<file path="src/rtl/btn_debounce.sv">
// Push-button conditioner: synchronises the raw level, debounces it, and
// emits a single-cycle pulse when the debounced level has been held high long enough.
module btn_debounce #(
  parameter int unsigned SYNC_STAGES     = 2,
  parameter int unsigned DEBOUNCE_CYCLES = 1000000,
  parameter int unsigned HOLD_CYCLES     = 200000000
) (
  input  logic i_clk,
  input  logic i_rst_n,
  input  logic i_btn_raw,
  output logic o_btn_db,
  output logic o_hold
);

  localparam int unsigned CntW  = (DEBOUNCE_CYCLES > 1) ? $clog2(DEBOUNCE_CYCLES) : 1;
  localparam int unsigned HoldW = (HOLD_CYCLES > 1) ? $clog2(HOLD_CYCLES) : 1;

  localparam logic [CntW-1:0]  CntMax  = CntW'(DEBOUNCE_CYCLES - 1);
  localparam logic [HoldW-1:0] HoldMax = HoldW'(HOLD_CYCLES - 1);

  typedef enum logic [1:0] {
    StLow,
    StRise,
    StHigh,
    StFall
  } state_e;

  logic [SYNC_STAGES-1:0] sync_q;
  logic                   sync;

  state_e             state_q, state_d;
  logic [CntW-1:0]    cnt_q, cnt_d;
  logic [HoldW-1:0]   hold_cnt_q, hold_cnt_d;
  logic               hold_done_q, hold_done_d;
  logic               btn_db_q, btn_db_d;
  logic               hold_q, hold_d;

  // The FSM only ever looks at the last synchroniser stage.
  assign sync = sync_q[SYNC_STAGES-1];

  // Synchroniser chain for the asynchronous raw input.
  always_ff @(posedge i_clk) begin
    if (!i_rst_n) begin
      sync_q <= '0;
    end else begin
      sync_q <= {sync_q[SYNC_STAGES-2:0], i_btn_raw};
    end
  end

  // Next-state logic for debounce FSM, debounce counter and hold counter.
  always_comb begin
    state_d     = state_q;
    cnt_d       = cnt_q;
    hold_cnt_d  = hold_cnt_q;
    hold_done_d = hold_done_q;
    hold_d      = 1'b0;

    unique case (state_q)
      StLow: begin
        if (sync) begin
          state_d = StRise;
          cnt_d   = CntW'(1);
        end else begin
          cnt_d = '0;
        end
      end

      StRise: begin
        if (!sync) begin
          state_d = StLow;
          cnt_d   = '0;
        end else if (cnt_q == CntMax) begin
          state_d     = StHigh;
          cnt_d       = '0;
          hold_cnt_d  = '0;
          hold_done_d = 1'b0;
        end else begin
          cnt_d = cnt_q + CntW'(1);
        end
      end

      StHigh: begin
        // Hold counting runs on every cycle spent in StHigh, including the
        // one that leaves it; it saturates and fires only once per press.
        if (hold_cnt_q != HoldMax) begin
          hold_cnt_d = hold_cnt_q + HoldW'(1);
        end else if (!hold_done_q) begin
          hold_d      = 1'b1;
          hold_done_d = 1'b1;
        end
        if (!sync) begin
          state_d = StFall;
          cnt_d   = CntW'(1);
        end
      end

      StFall: begin
        // Hold count is frozen here so a release glitch only delays the pulse.
        if (sync) begin
          state_d = StHigh;
          cnt_d   = '0;
        end else if (cnt_q == CntMax) begin
          state_d     = StLow;
          cnt_d       = '0;
          hold_cnt_d  = '0;
          hold_done_d = 1'b0;
        end else begin
          cnt_d = cnt_q + CntW'(1);
        end
      end

      default: begin
        state_d = StLow;
        cnt_d   = '0;
      end
    endcase

    btn_db_d = (state_d == StHigh) || (state_d == StFall);
  end

  // State and registered outputs; reset wins over everything.
  always_ff @(posedge i_clk) begin
    if (!i_rst_n) begin
      state_q     <= StLow;
      cnt_q       <= '0;
      hold_cnt_q  <= '0;
      hold_done_q <= 1'b0;
      btn_db_q    <= 1'b0;
      hold_q      <= 1'b0;
    end else begin
      state_q     <= state_d;
      cnt_q       <= cnt_d;
      hold_cnt_q  <= hold_cnt_d;
      hold_done_q <= hold_done_d;
      btn_db_q    <= btn_db_d;
      hold_q      <= hold_d;
    end
  end

  assign o_btn_db = btn_db_q;
  assign o_hold   = hold_q;

endmodule

</file>
<file path="config.mk">
export PLATFORM = sky130hd
export DESIGN_NAME = btn_debounce
export DESIGN_NICKNAME = d
export VERILOG_FILES = /design/src/rtl/btn_debounce.sv
export SDC_FILE = /design/constraint.sdc
export NUM_CORES = 1
export LEC_CHECK = 0
export CAP_MARGIN = 15
export CORE_UTILIZATION = 58
export CTS_BUF_LIST = sky130_fd_sc_hd__clkbuf_4
export DETAILED_ROUTE_END_ITERATION = 7
export GPL_TIMING_DRIVEN = 0
export MAX_ROUTING_LAYER = met4
export PLACE_DENSITY = 0.88
export SLEW_MARGIN = 40
export SYNTH_ARGS = -nofsm -noshare
export SYNTH_HDL_FRONTEND = slang
export SYNTH_SLANG_ARGS = --single-unit
</file>
<file path="constraint.sdc">
create_clock -name i_clk -period 2 [get_ports i_clk]
set_input_delay 0.4 -clock i_clk [delete_from_list [all_inputs] [get_ports i_clk]]
set_output_delay 0.4 -clock i_clk [all_outputs]
set_load 0.02 [all_outputs]
</file>
==> results of run 1 <==
-- registers in the layout (all words and copies together), names as in the netlist --
name	flops
cnt_q	20
hold_cnt_q	28
hold_done_q	1
o_btn_db	1
o_hold	1
state_q	2
sync_q	2
-- worst max-delay path by stage --
stage | from | end | slack (ns)
final | cnt_q[9] | cnt_q[9] | -0.18
after global routing | cnt_q[9] | cnt_q[9] | -0.24
after CTS | cnt_q[11] | cnt_q[11] | -0.04
after detailed placement | i_rst_n | hold_cnt_q[12] | -0.68
after global placement | i_rst_n | hold_cnt_q[21] | -0.67
after floorplan | cnt_q[6] | hold_cnt_q[11] | -0.07
-- worst reg2reg max path, stage by stage (launching register included) --
cell	delay [ns]
dfxtp_2	0.40
or4bb_4	0.57
nor4_4	0.24
buf_6	0.18
buf_6	0.13
a21oi_4	0.07
and2_4	0.16
o311a_1	0.32
-- power by group through the flow --
| stage | Combinational, µW | Clock, µW | Sequential [µW] |
|---|---|---|---|
| after floorplan | 19.5 | 0 | 1120 |
| after global placement | 32.5 | 0 | 1120 |
| after detailed placement | 32.8 | 0 | 1130 |
| after CTS | 42.0 | 498 | 1100 |
| after global routing | 55.9 | 545 | 1100 |
| final | 54.8 | 510 | 1100 |
-- final cells by class --
| cell class | count | area [µm²] | area share, % |
|---|---|---|---|
| multi-input cells | 293 | 2130 | 55.4 |
| flip-flops and latches | 55 | 1140 | 29.6 |
| repair buffers | 36 | 318 | 8.27 |
| plain buffers | 15 | 101 | 2.64 |
| well taps | 67 | 83.8 | 2.18 |
| clock buffers | 5 | 37.5 | 0.977 |
| inverters | 6 | 22.5 | 0.586 |
| clock inverters | 3 | 15.0 | 0.391 |
-- layout by cell type, fill, tap and decap left out, types with 3 or more instances in the layout --
| master | synthesis | routed |
|---|---|---|
| dfxtp_2 | 0 | 14 |
| clkbuf_2 | 0 | 5 |
| nand4_1 | 13 | 13 |
| nand3_1 | 31 | 30 |
| nand2_1 | 44 | 41 |
| o21ai_1 | 1 | 11 |
| or3_1 | 9 | 8 |
| a21oi_1 | 16 | 13 |
| and2_1 | 5 | 5 |
| o21ai_0 | 30 | 10 |
| clkbuf_4 | 0 | 7 |
| buf_4 | 0 | 22 |
| o211ai_1 | 8 | 8 |
| clkdlybuf4s50_1 | 0 | 4 |
| a31oi_1 | 14 | 12 |
| nor2_2 | 0 | 3 |
| dfxtp_4 | 0 | 5 |
| o21ai_2 | 0 | 10 |
| nor3_1 | 9 | 6 |
| a31oi_4 | 1 | 4 |
| buf_6 | 0 | 11 |
| or4_1 | 4 | 3 |
| nor4_1 | 9 | 4 |
| nor4_4 | 1 | 5 |
| nand2b_1 | 8 | 7 |
| nor2_1 | 17 | 12 |
| and3_1 | 11 | 11 |
| nor2b_1 | 4 | 3 |
| o31ai_1 | 8 | 8 |
| dfxtp_1 | 55 | 36 |
| clkbuf_1 | 17 | 3 |
| inv_1 | 6 | 6 |
| a22o_1 | 3 | 3 |
-- per-stage QoR --
step	power [µW]	hold slack, ns	setup slack [ns]	area, µm²	instances
finish	1660	0.490	-0.177	3840	480
global route	1700	0.500	-0.241	3840	480
CTS	1640	0.470	-0.0369	3480	469
detailed placement	1160	0.436	-0.676	3120	445
global placement	1160	0.415	-0.668	3110	445
floorplan	1140	0.397	-0.0736	2980	374
-- per-layer routing --
layer  vias up  track usage [%]  routed length, µm
met5         -                -                  0
met4         0             16.9                883
met3       135             7.54               1410
met2       358             50.3               4680
met1      1669             46.0               3880
li1       1497                -                  -
-- cells by family (layout without fill, tap and decap cells) --
group	Yosys count	after routing	share of synthesized area (%)
AOI/OAI and AO/OA	109	109	24.9
adders and majority gates	2	2	0.843
DFF	55	55	37.1
xor gates and xnor gates	4	4	1.18
muxes	1	1	0.337
and+or+nand+nor	177	177	32.3
buffers and inverters	26	65	3.37
-- timing repair --
action / 4_1_cts / 5_1_grt
buffers inserted: 16 / 13
resized for setup: 50 / 92
pin swaps: 12 / 22
hold buffers: 0 / 0
endpoints found under the setup margin: 51 / 45
gates cloned: 3 / 0
==> out/qor.csv, run 1 <==
stage,metric,value,unit
logic_synthesis,postSynth.asyncResetShare,0,%
route,wl_per_cell,22.6,µm
logic_synthesis,synthTopCellsByArea,"dfxtp_1, nand2_1, nand3_1",
setup_path,regToRegEndpoint,cnt_q[9],
logic_synthesis,synth_top_area_cell,dfxtp_1,
setup_path,cp.depth,7,
global_routing,grt_pass1_vias,2896,
cells_and_area,drive_gt1_share,30.3,%
setup_path,arrival,2.48,ns
global_routing,gr-total-overflow,0,
logic_synthesis,synth-edff-count,0,
floorplan,fp-row-count,25,
pwr,leakage,0.00138,µW
setup_path,crit_family,simple AND/OR/NAND/NOR gates,
logic_synthesis,ys_seq_elements,55,
timing,worst_slack,-0.177,ns
setup_path,r2r-start,cnt_q[9],
global_routing,grt_pass1_wl,14.0,mm
logic_synthesis,ys.flop_type,dfxtp_1,
floorplan,coreArea,4820,µm²
clocking,clock_latency,0.42,ns
logic_synthesis,yosysMostFrequentCell,dfxtp_1,
setup_path,cp.buffers_inverters,2,
timing,hold_violations,0,
setup_path,startpoint_type,flip-flop,
cells_and_area,finish.net_count,417,
global_routing,antenna_found_initial,0,
logic_synthesis,syn_area,2970,µm²
min_path,holdPathEnd,hold_cnt_q[22],
logic_synthesis,seq_area_frac_synth,37.1,%
timing,rsz0062_at_grt,true,
place,place_hpwl,5.07,mm
timing,slew_violations,0,
route,viasPerCell,7.62,
timing,setup_tns,-2.29,ns
route,ant_nets,0,
route,routed_wl,10.9,mm
route,first_pass_iters,8,
clocking,cts_made_buffers,5,
clocking,cts_tree,built,
logic_synthesis,synth_nets,379,
run_status,status,"finished, violations left",
route,vias,3659,
min_path,hp-class,reg2reg,
pwr,internal-power,1240,µW
clocking,clkTransAtPathRegs,0.17,ns
logic_synthesis,synth_cells,374,
cells_and_area,antenna_cells,0,
setup_path,cp_common_cell,buf_6,
place,place.gp.congestion,0.969,
setup_path,worstPathMaxFanout,5,
setup_path,rrSetupSlack,-0.18,ns
floorplan,start_util,61.6,%
logic_synthesis,ys_types,60,
setup_path,crit_required,2.31,ns
min_path,worstHoldPathCells,1,
run_status,violations,"DRC, setup timing",
clocking,cts.sinks,55,
timing,fmax,0.459,GHz
clocking,cts_root_buffer,clkbuf_4,
floorplan,die_area,5410,µm²
timing,slew_headroom,59.6,%
setup_path,cp_slowest_cell,or4bb_4,
logic_synthesis,ys_warn_count,0,
pwr,power_density,432,nW/µm²
timing,clock_skew,0.0279,ns
timing,setup_violations,42,
pwr,netSwitchingFraction,25.1,%
setup_path,critPathMaxStageDelay,0.57,ns
logic_synthesis,synth.top_cell.area_share,37.1,%
pwr,ir_worst_vdd,0.293,mV
clocking,cts-htree-levels,2,
timing,worstMarginPinSlew,0.606,ns
cells_and_area,area_delta_synth_final,29.5,%
cells_and_area,fillers,277,
setup_path,ff2ff_path_depth,7,
job,cap_violations,0,
floorplan,die_h,73.6,µm
floorplan,ios,5,
pwr,combPwrFrac,3.3,%
cells_and_area,final_util,79.8,%
clocking,cts_buffer_depth,2,
setup_path,worstSetupEndpointType,flip-flop,
floorplan,die_x,73.6,µm
route,drt-initial-drc-count,709,
timing,min_period_over_period,109,%
setup_path,path_cells,or4bb_4 -> nor4_4 -> buf_6 -> buf_6 -> a21oi_4 -> and2_4 -> o311a_1,
timing,fin_crit,2.18,ns
route,drc_errors,4,
pwr,p_clk_share,30.7,%
global_routing,grt_start_max_net_pins,17,
place,numPortBuffers,4,
global_routing,grt_usage,34.8,%
min_path,worst_hold_startpoint,hold_cnt_q[22],
setup_path,worstSetupPathType,reg2reg,
logic_synthesis,syn_avg_cell_area,7.94,µm²
pwr,power_frac_seq,66.0,%
logic_synthesis,synth_common_cells,"dfxtp_1, nand2_1, nand3_1",
pwr,power.switching,417,µW
Note: power is estimated with default switching activity, not from simulation.
==> inputs of run 2 (changes only) <==
--- a/config.mk
+++ b/config.mk
@@ -11,7 +11,8 @@
 export DETAILED_ROUTE_END_ITERATION = 7
 export GPL_TIMING_DRIVEN = 0
 export MAX_ROUTING_LAYER = met4
-export PLACE_DENSITY = 0.88
+export PLACE_DENSITY = 0.78
+export REMOVE_ABC_BUFFERS = 1
 export SLEW_MARGIN = 40
 export SYNTH_ARGS = -nofsm -noshare
 export SYNTH_HDL_FRONTEND = slang
==> out/qor.csv, run 2 (synthesized netlist as in run 1, its figures left out) <==
stage,metric,value,unit,change
run_status,status,"finished, violations left",,
run_status,violations,setup timing,,
cells_and_area,final_util,74.9,%,-4.9 points
floorplan,die_x,73.6,µm,unchanged
route,vias,3149,,-14%
clocking,cts_root_buffer,clkbuf_4,,
cells_and_area,largest_reg_flops,28,,unchanged
clocking,cts.sinks,55,,unchanged
cells_and_area,design_area,3610,µm²,-6.1%
cells_and_area,antenna_cells,0,,unchanged
min_path,worst_hold_startpoint,hold_done_q,,
setup_path,ff2ff_path_depth,7,,unchanged
pwr,power_density,447,nW/µm²,+3.5%
floorplan,coreArea,4820,µm²,unchanged
route,routed_wl,8.34,mm,-23%
setup_path,crit_family,simple AND/OR/NAND/NOR gates,,
timing,clock_skew,0.0112,ns,-0.0167 ns
clocking,clkTransAtPathRegs,0.16,ns,about the same
route,viasPerCell,6.86,,-10%
timing,worstMarginPinSlew,0.818,ns,+0.212 ns
setup_path,r2r-start,cnt_q[6],,
place,numPortBuffers,4,,unchanged
cells_and_area,final_common_cell,nand2_1,,
clocking,cts-htree-levels,2,,unchanged
route,ant_nets,0,,unchanged
timing,slew_headroom,45.4,%,-14 points
cells_and_area,fillers,331,,+19%
place,placed_cell_area,3070,µm²,-1.6%
cells_and_area,layout_common_cells,"nand2_1, dfxtp_1, nand3_1",,
route,drt-initial-drc-count,402,,-43%
route,drc_errors,0,,-4
setup_path,regToRegEndpoint,hold_cnt_q[9],,
global_routing,antenna_found_initial,0,,unchanged
global_routing,grt_pass1_wl,12.5,mm,-11%
timing,worst_slack,-0.101,ns,+0.0762 ns
pwr,ir_worst_vdd,0.305,mV,+4.4%
setup_path,worstSetupPathType,reg2reg,,
global_routing,grt_start_max_net_pins,32,,+15
global_routing,gr-total-overflow,0,,unchanged
min_path,hp-class,reg2reg,,
timing,min_period_over_period,105,%,-3.8 points
place,place.gp.congestion,0.893,,-7.8%
setup_path,crit_required,2.29,ns,-0.02 ns
route,first_pass_iters,6,,-2
min_path,holdPathEnd,o_hold,,
setup_path,arrival,2.39,ns,-0.09 ns
timing,setup_violations,34,,-19%
min_path,worstHoldPathCells,1,,unchanged
floorplan,fp-row-count,25,,unchanged
floorplan,die_h,73.6,µm,unchanged
setup_path,cp.buffers_inverters,2,,unchanged
global_routing,grt_usage,30.8,%,-4.0 points
place,place_hpwl,4.65,mm,-8.4%
cells_and_area,reg_top3,"hold_cnt_q x28, cnt_q x20",,
clocking,cts_made_buffers,5,,unchanged
cells_and_area,drive_gt1_share,26.8,%,-3.5 points
global_routing,grt_pass1_vias,2696,,-6.9%
cells_and_area,area_delta_synth_final,21.5,%,
setup_path,cp_slowest_cell,or4bb_4,,
clocking,clock_latency,0.40,ns,-0.02 ns
setup_path,worstSetupEndpointType,flip-flop,,
setup_path,worstPathMaxFanout,6,,+1
timing,hold_violations,0,,unchanged
setup_path,startpoint_type,flip-flop,,
timing,slew_violations,0,,unchanged
floorplan,die_area,5410,µm²,unchanged
floorplan,ios,5,,unchanged
cells_and_area,regMostFlops,hold_cnt_q,,
setup_path,critPathMaxStageDelay,0.56,ns,about the same
floorplan,start_util,61.6,%,unchanged
setup_path,path_cells,or4bb_4 -> nor4_4 -> buf_6 -> a31oi_4 -> buf_6 -> o211ai_1 -> o211ai_1,,
route,wl_per_cell,18.2,µm,-20%
clocking,cts_buffer_depth,2,,unchanged
setup_path,rrSetupSlack,-0.10,ns,+0.08 ns
timing,fin_crit,2.10,ns,-0.0762 ns
job,cap_violations,0,,unchanged
cells_and_area,finish.net_count,397,,-4.8%
pwr,leakage,0.00123,µW,-11%
clocking,cts_tree,built,,
timing,rsz0062_at_grt,true,,
timing,fmax,0.476,GHz,+3.6%
-- run 2: changes by cell type in the layout (fill, tap and decap cells not counted), moves of 5 or more --
cell / previous run / this run
o21ai_1: 11 / 20
o21ai_2: 10 / 3
buf_6: 11 / 5
buf_4: 22 / 17
clkbuf_2: 5 / 0
-- run 2: metal layers --
layer	routed length [µm]	up-vias	GRT usage [%]
met5	0	-	-
met4	255	0	11.3
met3	737	32	7.54
met2	3870	182	45.3
met1	3480	1464	41.1
li1	-	1471	-
-- run 2: area by class of cell --
type | instances | area [µm²] | share of cell area (%)
timing repair buffer | 29 | 244 | 6.76
sequential | 55 | 1140 | 31.6
clock buffer | 5 | 37.5 | 1.04
clock inverter | 2 | 8.76 | 0.243
inverter | 6 | 22.5 | 0.624
tap | 67 | 83.8 | 2.32
multi-input combinational | 295 | 2070 | 57.4
-- run 2: worst max-delay path by stage --
stage,startpoint,endpoint,slack (ns),cells past startpoint
2_1_floorplan,hold_cnt_q[0],hold_cnt_q[4],-0.56,6
3_3_place_gp,i_rst_n,hold_cnt_q[7],-1.44,4
3_5_place_dp,cnt_q[0],hold_cnt_q[5],-0.41,5
4_1_cts,cnt_q[10],hold_cnt_q[4],-0.09,6
5_1_grt,state_q[1],cnt_q[14],-0.24,5
6_report,cnt_q[6],hold_cnt_q[9],-0.10,7
-- run 2: power by group --
group	internal, µW	switching, µW
Sequential	1090	4.37
Clock	126	355
Combinational	11.8	25.2
-- run 2: repair_timing --
| action | CTS | global route |
|---|---|---|
| hold buffers | 0 | 0 |
| pin swaps | 15 | 39 |
| endpoints found under the setup margin | 50 | 49 |
| resized for setup | 45 | 59 |
| setup buffers | 15 | 6 |
| cloned | 1 | 1 |
-- run 2: worst reg2reg max path, cell delays in order, from the launching register on --
cell      delay (ns)
dfxtp_2         0.38
or4bb_4         0.56
nor4_4          0.27
buf_6           0.17
a31oi_4         0.15
buf_6           0.19
o211ai_1        0.18
o211ai_1        0.11
-- run 2: through the flow --
| step | hold slack [ns] | cells | power (µW) | TNS [ns] | worst slack (ns) |
|---|---|---|---|---|---|
| 3_5_place_dp | 0.433 | 430 | 1150 | -11.95 | -0.411 |
| 2_1_floorplan | 0.397 | 354 | 1140 | -6.15 | -0.560 |
| 6_report | 0.457 | 459 | 1610 | -1.39 | -0.101 |
| 3_3_place_gp | 0.418 | 425 | 1150 | -45.82 | -1.44 |
| 5_1_grt | 0.470 | 459 | 1660 | -4.32 | -0.238 |
| 4_1_cts | 0.458 | 453 | 1620 | -0.320 | -0.0853 |
==> inputs of run 3 (changes only) <==
--- a/config.mk
+++ b/config.mk
@@ -6,12 +6,13 @@
 export NUM_CORES = 1
 export LEC_CHECK = 0
 export CAP_MARGIN = 15
+export CORE_ASPECT_RATIO = 0.9
 export CORE_UTILIZATION = 58
 export CTS_BUF_LIST = sky130_fd_sc_hd__clkbuf_4
 export DETAILED_ROUTE_END_ITERATION = 7
 export GPL_TIMING_DRIVEN = 0
 export MAX_ROUTING_LAYER = met4
-export PLACE_DENSITY = 0.78
+export PLACE_DENSITY = 0.89
 export REMOVE_ABC_BUFFERS = 1
 export SLEW_MARGIN = 40
 export SYNTH_ARGS = -nofsm -noshare
==> out/qor.csv, run 3 (synthesized netlist as in run 1, its figures left out) <==
stage,metric,value,unit,change
pwr,ir_worst_vdd,0.661,mV,+120%
min_path,worst_hold_startpoint,hold_done_q,,
clocking,cts_tree,built,,
route,drt-initial-drc-count,639,,+59%
clocking,cts_root_buffer,clkbuf_4,,
floorplan,fp-row-count,24,,-4.0%
route,first_pass_iters,6,,unchanged
timing,setup_violations,39,,+15%
floorplan,die_h,69.9,µm,-5.0%
setup_path,cp.depth,6,,-1
timing,rsz0062_at_grt,true,,
cells_and_area,reg_top3,"hold_cnt_q x28, cnt_q x20",,
route,wl_per_cell,21.7,µm,+20%
cells_and_area,drive_gt1_share,25.8,%,-1.0 points
setup_path,crit_family,simple AND/OR/NAND/NOR gates,,
setup_path,critPathMaxStageDelay,0.56,ns,about the same
floorplan,die_x,77.4,µm,+5.3%
timing,slew_violations,0,,unchanged
route,vias,3485,,+11%
setup_path,cp_slowest_cell,or4bb_1,,
pwr,power_density,496,nW/µm²,+11%
setup_path,path_cells,or4bb_1 -> nor4_4 -> buf_6 -> a31oi_4 -> o311ai_1 -> o21ai_1,,
cells_and_area,largest_reg_flops,28,,unchanged
route,ant_nets,0,,unchanged
setup_path,cp.buffers_inverters,1,,-1
route,viasPerCell,7.63,,+11%
clocking,clkTransAtPathRegs,0.19,ns,+0.03 ns
floorplan,coreArea,4890,µm²,+1.6%
place,place_hpwl,4.58,mm,-1.4%
place,numPortBuffers,4,,unchanged
global_routing,grt_pass1_wl,13.8,mm,+10%
timing,min_period_over_period,106,%,+1.4 points
global_routing,grt_start_max_net_pins,32,,unchanged
floorplan,die_area,5410,µm²,about the same
global_routing,antenna_found_initial,0,,unchanged
cells_and_area,area_delta_synth_final,23.1,%,
floorplan,start_util,60.7,%,-0.98 points
place,place.gp.congestion,0.948,,+6.2%
timing,worst_slack,-0.129,ns,-0.0288 ns
pwr,leakage,0.00125,µW,+2.0%
cells_and_area,antenna_cells,0,,unchanged
route,drc_errors,0,,unchanged
cells_and_area,final_util,74.7,%,-0.24 points
place,place_ws,-0.505,ns,-0.0940 ns
min_path,hp-class,reg2reg,,
global_routing,grt_usage,32.7,%,+1.9 points
setup_path,worstSetupPathType,reg2reg,,
setup_path,ff2ff_path_depth,6,,-1
job,cap_violations,0,,unchanged
setup_path,worstPathMaxFanout,6,,unchanged
setup_path,r2r-start,cnt_q[9],,
clocking,cts-htree-levels,2,,unchanged
global_routing,gr-total-overflow,0,,unchanged
clocking,cts_made_buffers,5,,unchanged
setup_path,crit_required,2.29,ns,about the same
setup_path,startpoint_type,flip-flop,,
pwr,finalPower,1810,µW,+12%
timing,fmax,0.470,GHz,-1.4%
clocking,hold_buffers,0,,unchanged
cells_and_area,finish.net_count,396,,-0.25%
clocking,clock_latency,0.41,ns,about the same
floorplan,ios,5,,unchanged
min_path,worstHoldPathCells,1,,unchanged
cells_and_area,regMostFlops,hold_cnt_q,,
global_routing,grt_pass1_vias,2907,,+7.8%
timing,fin_crit,2.13,ns,+0.0288 ns
timing,hold_violations,0,,unchanged
setup_path,setup.worst_path.start,cnt_q[9],,
clocking,cts_buffer_depth,2,,unchanged
clocking,cts.sinks,55,,unchanged
cells_and_area,fillers,282,,-15%
cells_and_area,layout_common_cells,"nand2_1, dfxtp_1, nand3_1",,
timing,slew_headroom,56.7,%,+11 points
run_status,status,"finished, violations left",,
timing,clock_skew,0.0288,ns,+0.0176 ns
timing,worstMarginPinSlew,0.644,ns,-0.174 ns
route,routed_wl,9.94,mm,+19%
run_status,violations,setup timing,,
setup_path,arrival,2.42,ns,+0.03 ns
setup_path,worstSetupEndpointType,flip-flop,,
==> run 3: cell types whose count changed in the layout (fill, tap and decap cells not counted), sizes merged <==
cell,delta
clkinv,-1
buf,-1
bufinv,+1
inv,+1
==> run 3: final timing paths <==
path	end	slack (ns)
setup / recovery	hold_cnt_q[2]	-0.13
hold / removal	o_hold	0.46
setup reg to reg	hold_cnt_q[2]	-0.13
hold reg to reg	o_hold	0.46
==> run 3: layout make-up <==
type                    count  area [µm²]  area share (%)
clock buffers               5        37.5            1.03
repair buffers             28         241            6.61
flip-flops and latches     55        1120            30.7
well taps                  65        81.3            2.23
clock inverters             3        47.5            1.30
multi-input cells         295        2100            57.5
inverters                   6        22.5           0.616
==> run 3: routing by layer <==
metal | vias to the layer above | track usage [%] | part of all wire (%)
li1 | 1463 | - | -
met5 | - | - | 0
met3 | 98 | 6.80 | 13
met2 | 359 | 50.8 | 43
met1 | 1565 | 41.7 | 38
met4 | 0 | 12.8 | 5.3
==> run 3: report_power, final <==
part / internal, µW / leakage [µW] / switching (µW) / total (µW)
clock network: 270 / 0.0000458 / 400 / 670
registers: 1100 / 0.000451 / 4.69 / 1100
logic: 12.9 / 0.000756 / 28.5 / 41.4
total: 1380 / 0.00125 / 433 / 1810
==> run 3: per-stage QoR <==
stage	TNS, ns	cell area (µm²)	hold slack, ns	cells
5_1_grt	-4.34	3650	0.473	457
3_3_place_gp	-44.28	3010	0.414	423
4_1_cts	-0.0782	3430	0.454	452
6_report	-2.25	3650	0.460	457
3_5_place_dp	-11.90	3080	0.430	427
2_1_floorplan	-6.15	2890	0.397	354
==> run 3: what timing repair did <==
item,CTS,global route
cloned,1,1
endpoints found under the setup margin,51,51
setup buffers,16,4
pin swaps,19,24
resized for setup,42,56
